===== config.mk =====
export PLATFORM = sky130hd
export DESIGN_NAME = asteroid_scheduler
export DESIGN_NICKNAME = d
export VERILOG_FILES = /design/src/rtl/space_dash_pkg.sv /design/src/rtl/lowest_free_slot.sv /design/src/rtl/asteroid_scheduler.sv
export SDC_FILE = /design/constraint.sdc
export NUM_CORES = 1
export LEC_CHECK = 0
export ABC_AREA = 1
export BUFFER_PORTS_ARGS = -buffer_cell sky130_fd_sc_hd__buf_2
export CORE_ASPECT_RATIO = 0.5
export CORE_MARGIN = 8
export CORE_UTILIZATION = 34
export DETAILED_ROUTE_END_ITERATION = 8
export PLACE_DENSITY_LB_ADDON = 0.3
export SLEW_MARGIN = 30
export SYNTH_ARGS = -nofsm -noshare
export SYNTH_HDL_FRONTEND = slang
export SYNTH_SLANG_ARGS = --single-unit

===== constraint.sdc =====
create_clock -name clk -period 3.5 [get_ports clk]
set_input_delay 0.7 -clock clk [delete_from_list [all_inputs] [get_ports clk]]
set_output_delay 0.7 -clock clk [all_outputs]
set_load 0.05 [all_outputs]

===== src/rtl/space_dash_pkg.sv =====
// rtl/space_dash_pkg.sv - shared types and screen constants for the space-dash game
package space_dash_pkg;
  localparam int SCREEN_W = 640;
  localparam int SCREEN_H = 480;
  localparam int AST_W    = 30;
  localparam int AST_H    = 20;

  typedef enum logic [1:0] {SCH_IDLE, SCH_RUN, SCH_FROZEN} sched_state_t;

  // Fold an out-of-range LFSR value back into 0..xmax instead of clamping, so edges stay rare.
  function automatic logic [9:0] clip_x(input logic [9:0] r, input logic [9:0] xmax);
    return (r > xmax) ? r - (xmax + 10'd1) : r;
  endfunction
endpackage


===== src/rtl/lowest_free_slot.sv =====
// rtl/lowest_free_slot.sv - priority encoder picking the lowest set bit of a free-slot mask
module lowest_free_slot #(
  parameter int NSLOTS = 7
) (
  input  logic [NSLOTS-1:0]         free_mask,
  output logic [$clog2(NSLOTS)-1:0] idx,
  output logic                      any_free
);
  localparam int IW = $clog2(NSLOTS);

  always_comb begin
    idx      = '0;
    any_free = |free_mask;
    for (int i = NSLOTS - 1; i >= 0; i--) begin
      if (free_mask[i]) idx = IW'(i);
    end
  end
endmodule


===== src/rtl/asteroid_scheduler.sv =====
// rtl/asteroid_scheduler.sv - asteroid slot pool, spawn timer and level/speed ramp
module asteroid_scheduler
  import space_dash_pkg::*;
#(
  parameter int NSLOTS       = 7,
  parameter int SPAWN_INIT   = 256,
  parameter int SPAWN_MIN    = 32,
  parameter int SPAWN_STEP   = 16,
  parameter int LEVEL_FRAMES = 2048,
  parameter int SPEED_MAX    = 4,
  parameter int XMAX         = SCREEN_W - AST_W
) (
  input  logic                      clk,
  input  logic                      reset,
  input  logic                      frame_tick,
  input  logic                      start,
  input  logic                      game_over,
  input  logic [9:0]                rng,
  input  logic [NSLOTS-1:0]         slot_done,
  output logic [NSLOTS-1:0]         slot_en,
  output logic                      spawn_valid,
  output logic [$clog2(NSLOTS)-1:0] spawn_slot,
  output logic [9:0]                spawn_x,
  output logic [2:0]                speed,
  output logic [3:0]                level
);
  localparam int FW = $clog2(LEVEL_FRAMES);

  sched_state_t              state;
  logic [10:0]               spawn_cnt;
  logic [FW-1:0]             frame_cnt;
  logic [10:0]               dec;
  logic [10:0]               period;
  logic [4:0]                lvl_plus1;
  logic [$clog2(NSLOTS)-1:0] free_idx;
  logic                      any_free;
  logic [NSLOTS-1:0]         alloc_mask;

  lowest_free_slot #(.NSLOTS(NSLOTS)) u_free (
    .free_mask(~slot_en),
    .idx      (free_idx),
    .any_free (any_free)
  );

  always_comb begin
    dec       = 11'(level) * 11'(SPAWN_STEP);
    if (dec >= 11'(SPAWN_INIT) || (11'(SPAWN_INIT) - dec) < 11'(SPAWN_MIN))
      period = 11'(SPAWN_MIN);
    else
      period = 11'(SPAWN_INIT) - dec;
    lvl_plus1 = {1'b0, level} + 5'd1;
    speed     = (lvl_plus1 > 5'(SPEED_MAX)) ? 3'(SPEED_MAX) : lvl_plus1[2:0];
    alloc_mask           = '0;
    alloc_mask[free_idx] = 1'b1;
  end

  always_ff @(posedge clk or posedge reset) begin
    if (reset) begin
      state       <= SCH_IDLE;
      slot_en     <= '0;
      spawn_valid <= 1'b0;
      spawn_slot  <= '0;
      spawn_x     <= '0;
      level       <= '0;
      spawn_cnt   <= '0;
      frame_cnt   <= '0;
    end else begin
      spawn_valid <= 1'b0;
      case (state)
        SCH_IDLE: begin
          if (start) begin
            state     <= SCH_RUN;
            spawn_cnt <= 11'(SPAWN_INIT);
            frame_cnt <= '0;
          end
        end
        SCH_RUN: begin
          if (game_over) begin
            state <= SCH_FROZEN;
          end else if (!start) begin
            state      <= SCH_IDLE;
            slot_en    <= '0;
            spawn_slot <= '0;
            spawn_x    <= '0;
            level      <= '0;
            spawn_cnt  <= '0;
            frame_cnt  <= '0;
          end else begin
            // Allocation looks at registered slot_en, so a slot freed this cycle waits one cycle.
            if (spawn_cnt == '0 && any_free) begin
              slot_en     <= (slot_en & ~slot_done) | alloc_mask;
              spawn_valid <= 1'b1;
              spawn_slot  <= free_idx;
              spawn_x     <= clip_x(rng, 10'(XMAX));
              spawn_cnt   <= period;
            end else begin
              slot_en <= slot_en & ~slot_done;
              if (frame_tick && spawn_cnt != '0) spawn_cnt <= spawn_cnt - 11'd1;
            end
            if (frame_tick) begin
              if (frame_cnt == FW'(LEVEL_FRAMES - 1)) begin
                frame_cnt <= '0;
                if (level != 4'd15) level <= level + 4'd1;
              end else begin
                frame_cnt <= frame_cnt + FW'(1);
              end
            end
          end
        end
        SCH_FROZEN: ;
        default: state <= SCH_IDLE;
      endcase
    end
  end
endmodule


==> impl_metrics.py <==
metrics = {
    "logic_synthesis": {
        "ys_ff_latch": 49,
        "synth.area.top_cells": "dfrtp_1 (38%), nand2_1 (20%), inv_1 (7.3%), nor2_1 (4.7%), nand3_1 (4.5%)",
        "syn-cell-area_sq_mm": 0.00322,
        "synth_ff_type": "dfrtp_1",
        "synth_edf_count": 0,
        "synth_area_per_cell_sq_um": 6.99,
        "yosys.area.top_type": "dfrtp_1",
        "syn-num-nets": 490,
        "synth_seq_area_share": 0.381,
        "synth_top_area_share": 0.381,
        "synth_cell_types": 34,
        "yosys_warnings": 0,
        "syn_inst": 461,
        "ys_async_sr_fraction": 1.00,
    },
    "global_route": {
        "grt_antenna_before_repair": 0,
        "grt_overflow": 0,
        "grt_max_degree": 50,
        "grtUsageTotal": 0.119,
        "grt_pass1_vias": 2804,
        "grt_pass1_wl_microns": 13000,
    },
    "clock_tree": {
        "clock-sinks": 49,
        "ctsHoldBuffers": 0,
        "post_cts_resized": 0,
        "clk_path_buf_depth": 2,
        "root_buffer": "clkbuf_16",
        "clkSlewWorstSetupHoldPaths_ns": 0.07,
        "cts_tree": "yes",
        "cts_inserted_buffers": 5,
        "postCtsSetupBuffers": 0,
        "clock_latency_ns": 0.30,
        "htree_levels": 2,
    },
    "job": {
        "cap_violations": 0,
    },
    "timing": {
        "worst_slew_pin_slew_ns": 0.612,
        "fin_crit_sh": 0.687,
        "setup_ws_ns": 1.10,
        "period_minus_slack_ns": 2.40,
        "setup_tns_ns": 0,
        "hold_slack_ns": 0.478,
        "setup_violations": 0,
        "slew_headroom": 0.592,
        "rsz0062_at_grt": "false",
        "fin_worst_skew_ns": 0.0105,
        "hold_viol": 0,
        "drv_slew": 0,
        "fmax_mhz": 416,
    },
    "critical_path": {
        "path_buf_inv": 2,
        "cp-end-kind": "output pin",
        "crit_arrival_ns": 1.70,
        "cpPeakStageDelay_ns": 0.45,
        "slowest_stage": "dfrtp_1",
        "crit_fanout": 7,
        "cpLargestDelayFamily": "flip-flops",
        "r2r-end": "spawn_x[9]$_DFFE_PP0P_",
        "rrSetupSlack_ns": 1.62,
        "path_cells": "ha_1 -> xor2_1 -> inv_1 -> o211ai_1 -> nor2_1 -> buf_2",
        "critPathKind": "flop to output pin",
        "cp-start-kind": "flop",
        "cp_data_required_time_ns": 2.80,
        "reg2reg_depth": 8,
        "r2r_start": "spawn_cnt[0]$_DFFE_PP0P_",
    },
    "route": {
        "vias": 2963,
        "wl_per_cell_microns": 11.8,
        "ant_nets": 0,
        "wirelength_microns": 7520,
        "viasPerCell": 4.67,
        "route.detailed.drc": 0,
        "dr.pass1.iters": 7,
        "drt-initial-drc-count": 169,
    },
    "place": {
        "globalplace.congestion": 0.830,
        "hpwl_microns": 5770,
        "numPortBuffers": 49,
        "pre_cts_ws_ns": 1.31,
    },
    "pwr": {
        "peakVddDrop_mv": 0.288,
        "finalPower_uw": 2980,
        "seqPwrFrac": 0.285,
        "p_leak_uw": 0.00200,
        "p_sw_uw": 1540,
        "p_comb_frac": 0.549,
        "p_per_area_mw_per_mm2": 800,
        "pwr-share-clk": 0.166,
        "internal_power_uw": 1440,
        "sw_frac_of_total": 0.516,
    },
    "layout": {
        "seq_area_sq_mm": 0.00123,
        "multi_input_comb_area_sq_mm": 0.00171,
        "area_growth_pct": 15.7,
        "drive_gt1_frac": 0.187,
        "layout_commonest_cell": "nand2_1",
        "fillCellCount": 995,
        "diodes": 0,
        "final_cell_mix": "nand2_1 (170), inv_1 (62), dfrtp_1 (49), buf_2 (49), nor2_1 (40)",
        "fin_nets": 542,
    },
    "die": {
        "die_area_sq_mm": 0.0130,
        "start_util": 0.346,
        "die_w_microns": 154,
        "rows": 25,
        "core-area_sq_mm": 0.00932,
        "ios": 50,
        "die_h_microns": 84.8,
    },
    "hold_path": {
        "min_path_type": "input port to async pin",
    },
    "run_status": {
        "outcome": "finished, final reports clean",
    },
}
[how the worst max path moves through the flow]
stage	startpoint	endpoint	cells after the start
after CTS	level[0]$_DFFE_PP0P_	speed[0]	6
after floorplan	level[0]$_DFFE_PP0P_	speed[0]	5
after detailed placement	start	spawn_slot[1]$_DFFE_PP0P_	7
after global placement	level[0]$_DFFE_PP0P_	speed[0]	6
after global routing	level[0]$_DFFE_PP0P_	speed[1]	6
final	level[0]$_DFFE_PP0P_	speed[0]	6
[cell families after synthesis]
family,share of synthesized area
buf+inv,0.0878
flops,0.381
xor+xnor,0.0272
fa+ha+maj,0.0272
compound gates,0.0796
simple gates,0.397
[metal layers]
layer	track usage	vias up	part of all wire
met5	0	-	0
met4	0.0371	0	0.010
met3	0.0309	5	0.046
met2	0.197	47	0.45
met1	0.151	1376	0.49
li1	-	1535	-
[registers in the layout (all words and copies together) (netlist names)]
name / count
level: 4
frame_cnt: 11
spawn_valid: 1
slot_en: 7
spawn_cnt: 11
spawn_x: 10
spawn_slot: 3
state: 2
[per-stage QoR]
step / area [sq um] / utilization / cells
6_report: 3730 / 0.400 / 635
3_5_place_dp: 3580 / 0.384 / 627
4_1_cts: 3730 / 0.400 / 635
3_3_place_gp: 3570 / 0.383 / 627
2_1_floorplan: 3220 / - / 461
5_1_grt: 3730 / 0.400 / 635
[power by group through the flow]
stage          Sequential (uW)  Combinational, uW  Clock [uW]
2_1_floorplan             1160               1000           0
3_3_place_gp               857               1640           0
3_5_place_dp               857               1650           0
4_1_cts                    849               1650         513
5_1_grt                    875               1800         534
6_report                   849               1640         495
[layout make-up]
class | count | area share
Timing Repair Buffer | 49 | 0.0658
Clock inverter | 3 | 0.00671
Sequential cell | 49 | 0.329
Inverter | 64 | 0.0651
Clock buffer | 5 | 0.0336
Tap cell | 121 | 0.0406
Multi-Input combinational cell | 344 | 0.459
[synth_stat cells (4+ instances only)]
library cell,count
inv_1,63
ha_1,7
nand2_2,14
o21ai_2,5
nor2_2,6
nand4_1,7
nor2_4,4
o21ai_0,19
xor2_1,7
nand3_1,29
nand2_1,170
a21oi_1,10
nor2_1,40
dfrtp_1,49
o21ai_1,4
Note: power is estimated with default switching activity, not from simulation.
